[src/rtl/hpio_rx_pkg.sv]
// hpio_rx_pkg
//   Shared definitions for the HPIO receive port model.
//   - WORD_W            : deserialized word width (bits per lane word).
//   - ALIGN_PATTERN_DEF : default word expected on the forwarded-clock P lane
//                         at a word boundary.
//   - state_e           : receive state machine encoding (IDLE, ALIGN, RUN).
package hpio_rx_pkg;

  localparam int WORD_W = 8;
  localparam logic [WORD_W-1:0] ALIGN_PATTERN_DEF = 8'hAA;

  typedef enum logic [1:0] {
    ST_IDLE  = 2'd0,
    ST_ALIGN = 2'd1,
    ST_RUN   = 2'd2
  } state_e;

endpackage

[src/rtl/hpio_rx_lane_fifo.sv]
// hpio_rx_lane_fifo
//   Synchronous single-clock FIFO holding deserialized words for one lane.
//   Ports:
//     clk, rst_n  : clock, asynchronous active-low reset (empties the FIFO)
//     push, din   : write request and word
//     pop         : read request; dout shows the head word while !empty
//     full, empty : occupancy flags (combinational from the pointers)
//   Handshake: a push is taken only when the FIFO is not full (a push into a
//   full FIFO drops the word); a pop is taken only when it is not empty. Both
//   may be taken in the same cycle.
module hpio_rx_lane_fifo
  import hpio_rx_pkg::*;
#(
  parameter int DEPTH = 8
) (
  input  logic              clk,
  input  logic              rst_n,
  input  logic              push,
  input  logic              pop,
  input  logic [WORD_W-1:0] din,
  output logic              full,
  output logic              empty,
  output logic [WORD_W-1:0] dout
);

  localparam int AW = $clog2(DEPTH);

  logic [WORD_W-1:0] mem [DEPTH];
  // One extra pointer bit separates the full and empty cases.
  logic [AW:0] wr_ptr;
  logic [AW:0] rd_ptr;
  logic        wr_en;
  logic        rd_en;

  assign empty = (wr_ptr == rd_ptr);
  assign full  = (wr_ptr[AW] != rd_ptr[AW]) && (wr_ptr[AW-1:0] == rd_ptr[AW-1:0]);
  assign wr_en = push && !full;
  assign rd_en = pop && !empty;
  assign dout  = mem[rd_ptr[AW-1:0]];

  always_ff @(posedge clk or negedge rst_n) begin
    if (!rst_n) begin
      wr_ptr <= '0;
      rd_ptr <= '0;
    end else begin
      if (wr_en) wr_ptr <= wr_ptr + 1'b1;
      if (rd_en) rd_ptr <= rd_ptr + 1'b1;
    end
  end

  always_ff @(posedge clk) begin
    if (wr_en) mem[wr_ptr[AW-1:0]] <= din;
  end

endmodule

[src/rtl/hpio_rx.sv]
// hpio_rx
//   Behavioural single-clock model of the HPIO receive port. Each of four
//   lanes (data P/N, forwarded clock P/N) supplies one bit per clk; bits are
//   deserialized 1:8 MSB-first, word boundaries are found from a fixed
//   pattern on the clock P lane, and each lane's words are buffered in a
//   small FIFO. Words leave all four FIFOs in lockstep.
//   Optional feature: define HPIO_RX_DIFF_CHECK_EN to add the sticky diff_err
//   output flagging a non-complementary P/N pair while ALIGN or RUN.
//   Ports:
//     clk, rst                         : clock, asynchronous active-low reset
//     bg1_pin0_nc                      : unused input
//     bg1_pin8_data_p_21/_n_22         : serial data P/N
//     clk_p_26 / clk_n_27              : forwarded clock lane P/N
//     en_vtc_bsc2/3/4                  : VTC enables
//     data_to_fabric_*                 : deserialized words (one per lane)
//     fifo_empty_*                     : per-lane FIFO empty
//     fifo_rd_data_valid               : data_to_fabric_* updated this cycle
//     pll0_locked, dly_rdy_bsc*, vtc_rdy_bsc*, rst_seq_done : status
//     dbg_state                        : receive state machine state
//     diff_err (optional)              : sticky P/N complement error
module hpio_rx
  import hpio_rx_pkg::*;
#(
  parameter int                LOCK_CYCLES   = 64,
  parameter int                DLY_CYCLES    = 16,
  parameter int                FIFO_DEPTH    = 8,
  parameter logic [WORD_W-1:0] ALIGN_PATTERN = ALIGN_PATTERN_DEF
) (
  input  logic              clk,
  input  logic              rst,
  input  logic              bg1_pin0_nc,
  input  logic              bg1_pin8_data_p_21,
  input  logic              bg1_pin9_data_n_22,
  input  logic              clk_p_26,
  input  logic              clk_n_27,
  input  logic              en_vtc_bsc2,
  input  logic              en_vtc_bsc3,
  input  logic              en_vtc_bsc4,
  output logic [WORD_W-1:0] data_to_fabric_bg1_pin8_data_p_21,
  output logic [WORD_W-1:0] data_to_fabric_bg1_pin9_data_n_22,
  output logic [WORD_W-1:0] data_to_fabric_clk_p_26,
  output logic [WORD_W-1:0] data_to_fabric_clk_n_27,
  output logic              fifo_empty_21,
  output logic              fifo_empty_22,
  output logic              fifo_empty_26,
  output logic              fifo_empty_27,
  output logic              fifo_rd_data_valid,
  output logic              pll0_locked,
  output logic              dly_rdy_bsc2,
  output logic              dly_rdy_bsc3,
  output logic              dly_rdy_bsc4,
  output logic              vtc_rdy_bsc2,
  output logic              vtc_rdy_bsc3,
  output logic              vtc_rdy_bsc4,
  output logic              rst_seq_done,
  output state_e            dbg_state
`ifdef HPIO_RX_DIFF_CHECK_EN
  ,
  output logic              diff_err
`endif
);

  localparam logic [15:0] LOCK_LAST = 16'(LOCK_CYCLES - 1);
  localparam logic [15:0] DLY_LAST  = 16'(DLY_CYCLES - 1);

  // Lane index: 0 = data P, 1 = data N, 2 = clock P, 3 = clock N.
  localparam int CLK_LANE = 2;

  logic              unused_nc;
  logic [3:0]        unused_full;
  logic [15:0]       lock_cnt;
  logic [15:0]       dly_cnt;
  logic              dly_rdy;
  logic [2:0]        vtc_q;
  state_e            state_q, state_d;
  logic [2:0]        align_cnt;
  logic [2:0]        bit_cnt;
  logic [3:0]        pin_bits;
  logic [3:0][WORD_W-1:0] sr_q;
  logic [3:0][WORD_W-1:0] sr_nxt;
  logic [3:0][WORD_W-1:0] lane_dout;
  logic [3:0][WORD_W-1:0] data_q;
  logic [3:0]        lane_empty;
  logic [3:0]        lane_full;
  logic              push;
  logic              pop;
  logic              valid_q;

  assign unused_nc   = bg1_pin0_nc;
  assign unused_full = lane_full;
  assign pin_bits    = {clk_n_27, clk_p_26, bg1_pin9_data_n_22, bg1_pin8_data_p_21};

  // Startup sequence: PLL lock, then delay-line ready, then reset-sequence done.
  always_ff @(posedge clk or negedge rst) begin
    if (!rst) begin
      lock_cnt     <= '0;
      dly_cnt      <= '0;
      pll0_locked  <= 1'b0;
      dly_rdy      <= 1'b0;
      rst_seq_done <= 1'b0;
      vtc_q        <= '0;
    end else begin
      if (!pll0_locked) begin
        lock_cnt <= lock_cnt + 1'b1;
        if (lock_cnt == LOCK_LAST) pll0_locked <= 1'b1;
      end
      if (pll0_locked && !dly_rdy) begin
        dly_cnt <= dly_cnt + 1'b1;
        if (dly_cnt == DLY_LAST) dly_rdy <= 1'b1;
      end
      rst_seq_done <= dly_rdy;
      // rst_seq_done is the registered copy of dly_rdy; gating it with the
      // enables here gives vtc_rdy its one-cycle response to en_vtc.
      vtc_q <= {3{rst_seq_done}} & {en_vtc_bsc4, en_vtc_bsc3, en_vtc_bsc2};
    end
  end

  assign dly_rdy_bsc2 = dly_rdy;
  assign dly_rdy_bsc3 = dly_rdy;
  assign dly_rdy_bsc4 = dly_rdy;
  assign vtc_rdy_bsc2 = vtc_q[0];
  assign vtc_rdy_bsc3 = vtc_q[1];
  assign vtc_rdy_bsc4 = vtc_q[2];

  always_comb begin
    for (int i = 0; i < 4; i++) begin
      sr_nxt[i] = {sr_q[i][WORD_W-2:0], pin_bits[i]};
    end
  end

  // Receive state machine.
  always_ff @(posedge clk or negedge rst) begin
    if (!rst) state_q <= ST_IDLE;
    else      state_q <= state_d;
  end

  always_comb begin
    state_d = state_q;
    push    = 1'b0;
    case (state_q)
      ST_IDLE: begin
        if (rst_seq_done) state_d = ST_ALIGN;
      end
      ST_ALIGN: begin
        // align_cnt saturates at 7: this clk shifts in at least the 8th bit.
        if (align_cnt == 3'd7 && sr_nxt[CLK_LANE] == ALIGN_PATTERN) begin
          push    = 1'b1;
          state_d = ST_RUN;
        end
      end
      ST_RUN: begin
        if (bit_cnt == 3'd7) push = 1'b1;
      end
      default: state_d = ST_IDLE;
    endcase
  end

  assign dbg_state = state_q;

  always_ff @(posedge clk or negedge rst) begin
    if (!rst) begin
      sr_q      <= '0;
      align_cnt <= '0;
      bit_cnt   <= '0;
    end else begin
      if (state_q != ST_IDLE) sr_q <= sr_nxt;
      if (state_q == ST_ALIGN && align_cnt != 3'd7) align_cnt <= align_cnt + 1'b1;
      // Held at 0 until RUN, so it starts from 0 right after the boundary.
      if (state_q == ST_RUN) bit_cnt <= bit_cnt + 1'b1;
      else                   bit_cnt <= '0;
    end
  end

  for (genvar g = 0; g < 4; g++) begin : g_lane
    hpio_rx_lane_fifo #(
      .DEPTH (FIFO_DEPTH)
    ) u_fifo (
      .clk   (clk),
      .rst_n (rst),
      .push  (push),
      .pop   (pop),
      .din   (sr_nxt[g]),
      .full  (lane_full[g]),
      .empty (lane_empty[g]),
      .dout  (lane_dout[g])
    );
  end

  // Lanes are read in lockstep so words from one boundary stay together.
  assign pop = ~|lane_empty;

  always_ff @(posedge clk or negedge rst) begin
    if (!rst) begin
      data_q  <= '0;
      valid_q <= 1'b0;
    end else begin
      valid_q <= pop;
      if (pop) data_q <= lane_dout;
    end
  end

  assign data_to_fabric_bg1_pin8_data_p_21 = data_q[0];
  assign data_to_fabric_bg1_pin9_data_n_22 = data_q[1];
  assign data_to_fabric_clk_p_26           = data_q[2];
  assign data_to_fabric_clk_n_27           = data_q[3];
  assign fifo_empty_21      = lane_empty[0];
  assign fifo_empty_22      = lane_empty[1];
  assign fifo_empty_26      = lane_empty[2];
  assign fifo_empty_27      = lane_empty[3];
  assign fifo_rd_data_valid = valid_q;

`ifdef HPIO_RX_DIFF_CHECK_EN
  always_ff @(posedge clk or negedge rst) begin
    if (!rst) begin
      diff_err <= 1'b0;
    end else if (state_q != ST_IDLE &&
                 ((pin_bits[0] == pin_bits[1]) || (pin_bits[2] == pin_bits[3]))) begin
      diff_err <= 1'b1;
    end
  end
`endif

endmodule

[config.mk]
export PLATFORM = sky130hd
export DESIGN_NAME = hpio_rx
export DESIGN_NICKNAME = d
export VERILOG_FILES = /design/src/rtl/hpio_rx_pkg.sv /design/src/rtl/hpio_rx_lane_fifo.sv /design/src/rtl/hpio_rx.sv
export SDC_FILE = /design/constraint.sdc
export NUM_CORES = 1
export LEC_CHECK = 0
export ABC_AREA = 1
export CAP_MARGIN = 20
export CELL_PAD_IN_SITES_DETAIL_PLACEMENT = 1
export CELL_PAD_IN_SITES_GLOBAL_PLACEMENT = 2
export CORE_MARGIN = 2
export CORE_UTILIZATION = 37
export DETAILED_ROUTE_END_ITERATION = 8
export PLACE_DENSITY_LB_ADDON = 0.1
export SLEW_MARGIN = 5
export SYNTH_ARGS = -nofsm -noshare
export SYNTH_HDL_FRONTEND = slang
export SYNTH_HIERARCHICAL = 1
export SYNTH_SLANG_ARGS = --single-unit
[constraint.sdc]
create_clock -name clk -period 3.9 [get_ports clk]
set_input_delay 0.585 -clock clk [delete_from_list [all_inputs] [get_ports clk]]
set_output_delay 0.585 -clock clk [all_outputs]
set_load 0.1 [all_outputs]
==> results of run 1 <==
## timing repair
| action | in CTS | in global routing |
|---|---|---|
| endpoints found under the setup margin | 0 | 0 |
| hold endpoints to repair | 42 | 0 |
| hold buffers | 1 | 0 |
## routing by layer
metal	share of wire (%)	wire length (µm)	global-route usage [%]
met3	3.5	1380	2.80
met4	1.6	649	4.79
met1	46	17900	22.4
met5	0	0	0
met2	49	19400	29.9
## area by class of cell
cell class                 instances  area, µm²
inverter                         107        408
tap                              600        751
fill                            4986      25600
sequential                       395      11200
clock buffer                      59       1230
timing repair buffer              97        885
clock inverter                    23        211
multi-input combinational       1018       4950
## power groups by stage
stage                     clock, mW  combinational (mW)  sequential, mW
after detailed placement          0              0.0547            4.53
after global routing           4.37              0.0597            4.44
after floorplan                   0             0.00204            4.52
final                          4.10              0.0516            4.44
after CTS                      4.23              0.0556            4.44
after global placement            0              0.0542            4.53
## through the flow
step	area [µm²]	hold slack, ps	worst slack [ps]	power (mW)
2_1_floorplan	16800	289	170	4.53
3_3_place_gp	18100	417	739	4.58
3_5_place_dp	18100	423	654	4.58
4_1_cts	19600	431	777	8.73
5_1_grt	19600	475	673	8.87
6_report	19600	425	823	8.59
## worst max path at each step
stage / start / endpoint / cells after the start
global route: g_lane[0].u_fifo/rd_ptr[1] / fifo_empty_21 / 7
detailed placement: clk_p_26 / g_lane[2].u_fifo/mem[4][2] / 7
CTS: g_lane[0].u_fifo/rd_ptr[1] / fifo_empty_21 / 7
floorplan: dbg_state[0] / g_lane[0].u_fifo/mem[2][0] / 5
finish: g_lane[0].u_fifo/rd_ptr[1] / fifo_empty_21 / 7
global placement: clk_p_26 / g_lane[2].u_fifo/mem[4][3] / 7
## cell usage in the layout (no fill, tap or decap), types with 9 or more instances in the layout
master,n
inv_1,79
a21oi_1,13
dfrtp_1,139
clkdlybuf4s50_1,50
nor2_1,199
inv_2,25
xor2_1,20
buf_4,43
nand2_1,423
xnor2_1,11
nand3_1,56
edfxtp_1,256
o22ai_1,64
clkbuf_1,9
o21ai_0,140
clkbuf_16,45
ha_1,17
nand2_2,16
## state kept, by name (all words and copies together) (netlist names), 3 cells and up
name / flops
data_to_fabric_bg1_pin8_data_p_21: 8
g_lane.u_fifo/mem: 256
vtc_q: 3
bit_cnt: 3
sr_nxt: 28
lock_cnt: 16
data_to_fabric_bg1_pin9_data_n_22: 8
g_lane.u_fifo/rd_ptr: 16
g_lane.u_fifo/wr_ptr: 16
data_to_fabric_clk_p_26: 8
data_to_fabric_clk_n_27: 8
align_cnt: 3
dly_cnt: 16
==> impl_results.md, run 1 <==
* Status: completed
* Final ANT Viol Nets at 0
* Num CTS Buffers at 44
* Critical Path AT at 2490 ps
* Post CTS Setup Buffer Count at 0
* Antenna diodes at 0
* Post-synthesis cell count at 1,583
* CTS Buffer Depth at 3
* Post-CTS Resized at 0
* Peak supply drop at 0.296 mV
* R2r startpoint: sr_nxt[17]
* Setup violations, final at 0
* Iter 0 DRT Violations at 590
* Clock slew seen by the registers of the worst setup and hold paths at 60 ps
* Syn_nets at 1,611
* Die Height at 217 µm
* Die width at 217 µm
* Top achievable clock speed at 325 MHz
* Critical path type: flop to output pin
* CTS tree: yes
* Clock sinks at 395
* Core area at 45,200 µm²
* MaxCap Viol Count at 0
* Cells after DPL at 2,215
* I/O Buffers at 55
* Worst reg2reg endpoint: g_lane[2].u_fifo/mem[4][0]
* Comb pwr share at 0.6%
* GRT overflow at 0
* Row cnt at 78
* Clock skew at 19.1 ps
* R2R cell count at 7
* DRC at 0
* I/O Pins at 57
* Critical-path cell list: inv_1, nand2_1, nand2_1, a21oi_2, nand2_2, inv_1, buf_4
* Syn_area_per_cell at 10.6 µm²
* First-pass GRT wire length at 64,500 µm
* Final Wtd Congestion at 0.739
* Setup crit start kind: flop
* Final core utilization at 43.4%
* HP Start: bit_cnt[0]
* Share of cells above drive strength 1 at 11.7%
* Register share of total power at 51.7%
* Setup TNS at 0 ps
* Largest stage delay on the critical path at 820 ps
* Largest net degree at the start of global routing at 64
* Critical path fanouts, max at 21
* Crit-path leading delay family: flip-flops
* Routed len/inst at 17.1 µm
* Hold path cells at 1
* Layout Nets at 1,691
* Finished Layout Cells at 2,299
* Leakage Power at 8.54 nW
* R2R setup slack at 1230 ps
* Min-Delay Endpoint: bit_cnt[0]
* Final hold viol count at 0
* Clk_lat worst skew at 570 ps
* Htree depth at 2
* Initial core utilization at 37.3%
* RSZ-0062 raised after global routing: false
* Min cycle time layout at 3080 ps
* Gr usage total at 17.3%
* Cell Area, Synth at 16,800 µm²
* NetSw at 1.72 mW
* Final Max Tran Viols at 0
* Sw Share at 20.0%
* Die ar. at 47,200 µm²
* Slew HR at 32.0%
* Synth warn at 6
* Endpoint type of the worst setup path: output pin
* Layout Area Growth over Synthesis at 16.4%
* Pre-antenna DRT Iters at 4
* Buf/Inv on CP at 3
* Drt total wl at 39,300 µm
* Routed vias at 11,200
* Vias in the first global route at 11,900
* Final Cycle Share at 78.9%
* Internal at 6.87 mW
* Via density at 4.87
* Critical path required time at 3310 ps
* Slew @ Worst Pin at 1020 ps
* Type of the most critical hold path: flop to flop
* Antenna violations before repair at 0
* PD cells at 438 nW/µm²
* Max stage delay cell, worst path: dfrtp_1
* Root Buffer: clkbuf_16
* Hpwl dp at 25,700 µm
* Clock Power Share at 47.7%
Power figures use the tool's default switching activity.
==> inputs of run 2 (changes only) <==
--- a/config.mk
+++ b/config.mk
@@ -10,7 +10,7 @@
 export CELL_PAD_IN_SITES_DETAIL_PLACEMENT = 1
 export CELL_PAD_IN_SITES_GLOBAL_PLACEMENT = 2
 export CORE_MARGIN = 2
-export CORE_UTILIZATION = 37
+export CORE_UTILIZATION = 41
 export DETAILED_ROUTE_END_ITERATION = 8
 export PLACE_DENSITY_LB_ADDON = 0.1
 export SLEW_MARGIN = 5
==> constraint.sdc (replaced) <==
create_clock -name clk -period 3.1 [get_ports clk]
set_input_delay 0.465 -clock clk [delete_from_list [all_inputs] [get_ports clk]]
set_output_delay 0.465 -clock clk [all_outputs]
set_load 0.1 [all_outputs]
==> run 2 against run 1 <==
Net effect: register-to-register slack lost 680 ps; power rose by 25%; clock skew fell by 5.0 ps; sequential power grew 26%; clock power grew 24%; sequential share of layout area is 0.098 points higher; clock-buffer cell count stayed put; critical endpoint is now fifo_empty_26.
==> impl_results.md, run 2 (synthesis results as in run 1) <==
* Status: completed
* Setup violations, final at 0 (unchanged)
* Clock slew seen by the registers of the worst setup and hold paths at 60 ps (about the same)
* Antenna violations before repair at 0 (unchanged)
* Routed len/inst at 17.7 µm (+3.2%)
* Worst Hold Slack at 436 ps (+10.3 ps)
* Share of cells above drive strength 1 at 14.9% (+3.2 points)
* Critical Path AT at 2150 ps (-340 ps)
* Layout Area Growth over Synthesis at 16.2%
* Largest net degree at the start of global routing at 54 (-16%)
* Die Height at 207 µm (-4.9%)
* Total power at 10.8 mW (+25%)
* Iter 0 DRT Violations at 583 (-1.2%)
* Vias in the first global route at 11,900 (+0.017%)
* Layout Nets at 1,707 (+0.95%)
* Critical path type: flop to output pin
* Via density at 5.04 (+3.4%)
* Critical path fanouts, max at 14 (-33%)
* Peak supply drop at 0.389 mV (+31%)
* Clock skew at 14.1 ps (-4.96 ps)
* PD cells at 550 nW/µm² (+25%)
* I/O Pins at 57 (unchanged)
* Hpwl dp at 25,300 µm (-1.5%)
* Gr usage total at 19.3% (+2.0 points)
* First-pass GRT wire length at 63,800 µm (-1.1%)
* Antenna diodes at 0 (unchanged)
* MaxCap Viol Count at 0 (unchanged)
* Leading cell type in the layout, fill and taps excluded: nand2_1
* DRC at 0 (unchanged)
* GRT overflow at 0 (unchanged)
* Slew HR at 43.7% (+12 points)
* Final Max Tran Viols at 0 (unchanged)
* Min cycle time layout at 2610 ps
* Clock sinks at 395 (unchanged)
* Clk_lat worst skew at 560 ps (about the same)
* Type of the most critical hold path: primary input to asynchronous set/reset pin
* Routed vias at 11,300 (+0.96%)
* Row cnt at 74 (-5.1%)
* Endpoint type of the worst setup path: output pin
* CTS Buffer Depth at 3 (unchanged)
* RSZ-0062 raised after global routing: false
* Setup TNS at 0 ps (unchanged)
* Final Wtd Congestion at 0.724 (-2.0%)
* Top achievable clock speed at 383 MHz
* Final ANT Viol Nets at 0 (unchanged)
* CTS tree: yes
* Num CTS Buffers at 44 (unchanged)
* Root Buffer: clkbuf_16
* Slew @ Worst Pin at 845 ps (-171 ps)
* Critical path required time at 2630 ps (-680 ps)
* Most frequent cells in the layout: 423 x nand2_1, 256 x edfxtp_1, 199 x nor2_1
* Core area at 40,600 µm² (-10%)
* Pre-antenna DRT Iters at 5 (+1)
* R2R cell count at 9 (+2)
* Htree depth at 2 (unchanged)
* Final hold viol count at 0 (unchanged)
* Die width at 207 µm (-4.9%)
* Leakage Power at 8.74 nW (+2.3%)
* Number of flip-flops in the largest register at 256 (unchanged)
* I/O Buffers at 55 (unchanged)
* Die ar. at 42,700 µm² (-9.6%)
* Setup crit start kind: flop
* Initial core utilization at 41.4% (+4.2 points)
* Drt total wl at 39,600 µm (+0.77%)
* Final Cycle Share at 84.3%
## run 2: cell types whose count changed in the layout (fill, tap and decap cells not counted)
cell and delta:
buf_4 +54, inv_6 -2, clkinvlp_4 -2, clkinv_2 +5, inv_4 -1, a21boi_4 +1, a21boi_2 -1, buf_12 +5
clkdlybuf4s50_1 -43, clkinv_4 -2
## run 2: routing by layer
layer	track usage, %	share of wire (%)	vias to the layer above
met5	0	0	-
met1	24.4	45	5630
li1	-	-	5509
met4	6.12	2.0	0
met2	33.6	49	122
met3	3.31	3.3	45
## run 2: path summary, 6_finish.rpt
path | startpoint | to | slack [ps]
worst max register to register | sr_nxt[21] | g_lane[3].u_fifo/mem[7][4] | 550
worst min-delay path | rst | lock_cnt[12] | 440
max in group asynchronous | rst | dbg_state[1] | 1950
worst max-delay path | g_lane[2].u_fifo/rd_ptr[2] | fifo_empty_26 | 490
worst min register to register | bit_cnt[0] | bit_cnt[0] | 440
min in group clk | bit_cnt[0] | bit_cnt[0] | 440
## run 2: through the flow
stage          cell area (µm²)  worst slack [ps]  instances  utilization (%)
2_1_floorplan            16800               181       1583                -
4_1_cts                  19500               376       2244             48.1
3_3_place_gp             18100               295       2163             44.6
6_report                 19600               486       2245             48.1
5_1_grt                  19600               206       2245             48.1
3_5_place_dp             18100               259       2163             44.6
## run 2: final cells by class
cell class	count	area, µm²
clock buffers	59	1230
clock inverters	21	180
well taps	532	666
inverters	107	408
fillers	4393	21100
flip-flops and latches	395	11200
multi-input cells	1018	4950
repair buffers	113	960
## run 2: where the power goes
group          switching (mW)  internal, mW  total, mW
clock                    2.08          3.02       5.10
sequential            0.00741          5.58       5.59
combinational          0.0467        0.0166     0.0634
## run 2: worst max-delay path, stage by stage, from the launching register on
cell,delay (ps)
dfrtp_1,650
inv_2,200
nand2_1,100
nand2_1,50
nor2_1,120
nand2_2,120
inv_1,140
buf_12,200
## run 2: repair_timing
| action | CTS | global route |
|---|---|---|
| endpoints found under the hold margin | 50 | 0 |
| hold buffers | 1 | 0 |
| setup buffers | 0 | 0 |
| gates resized for setup | 0 | 0 |
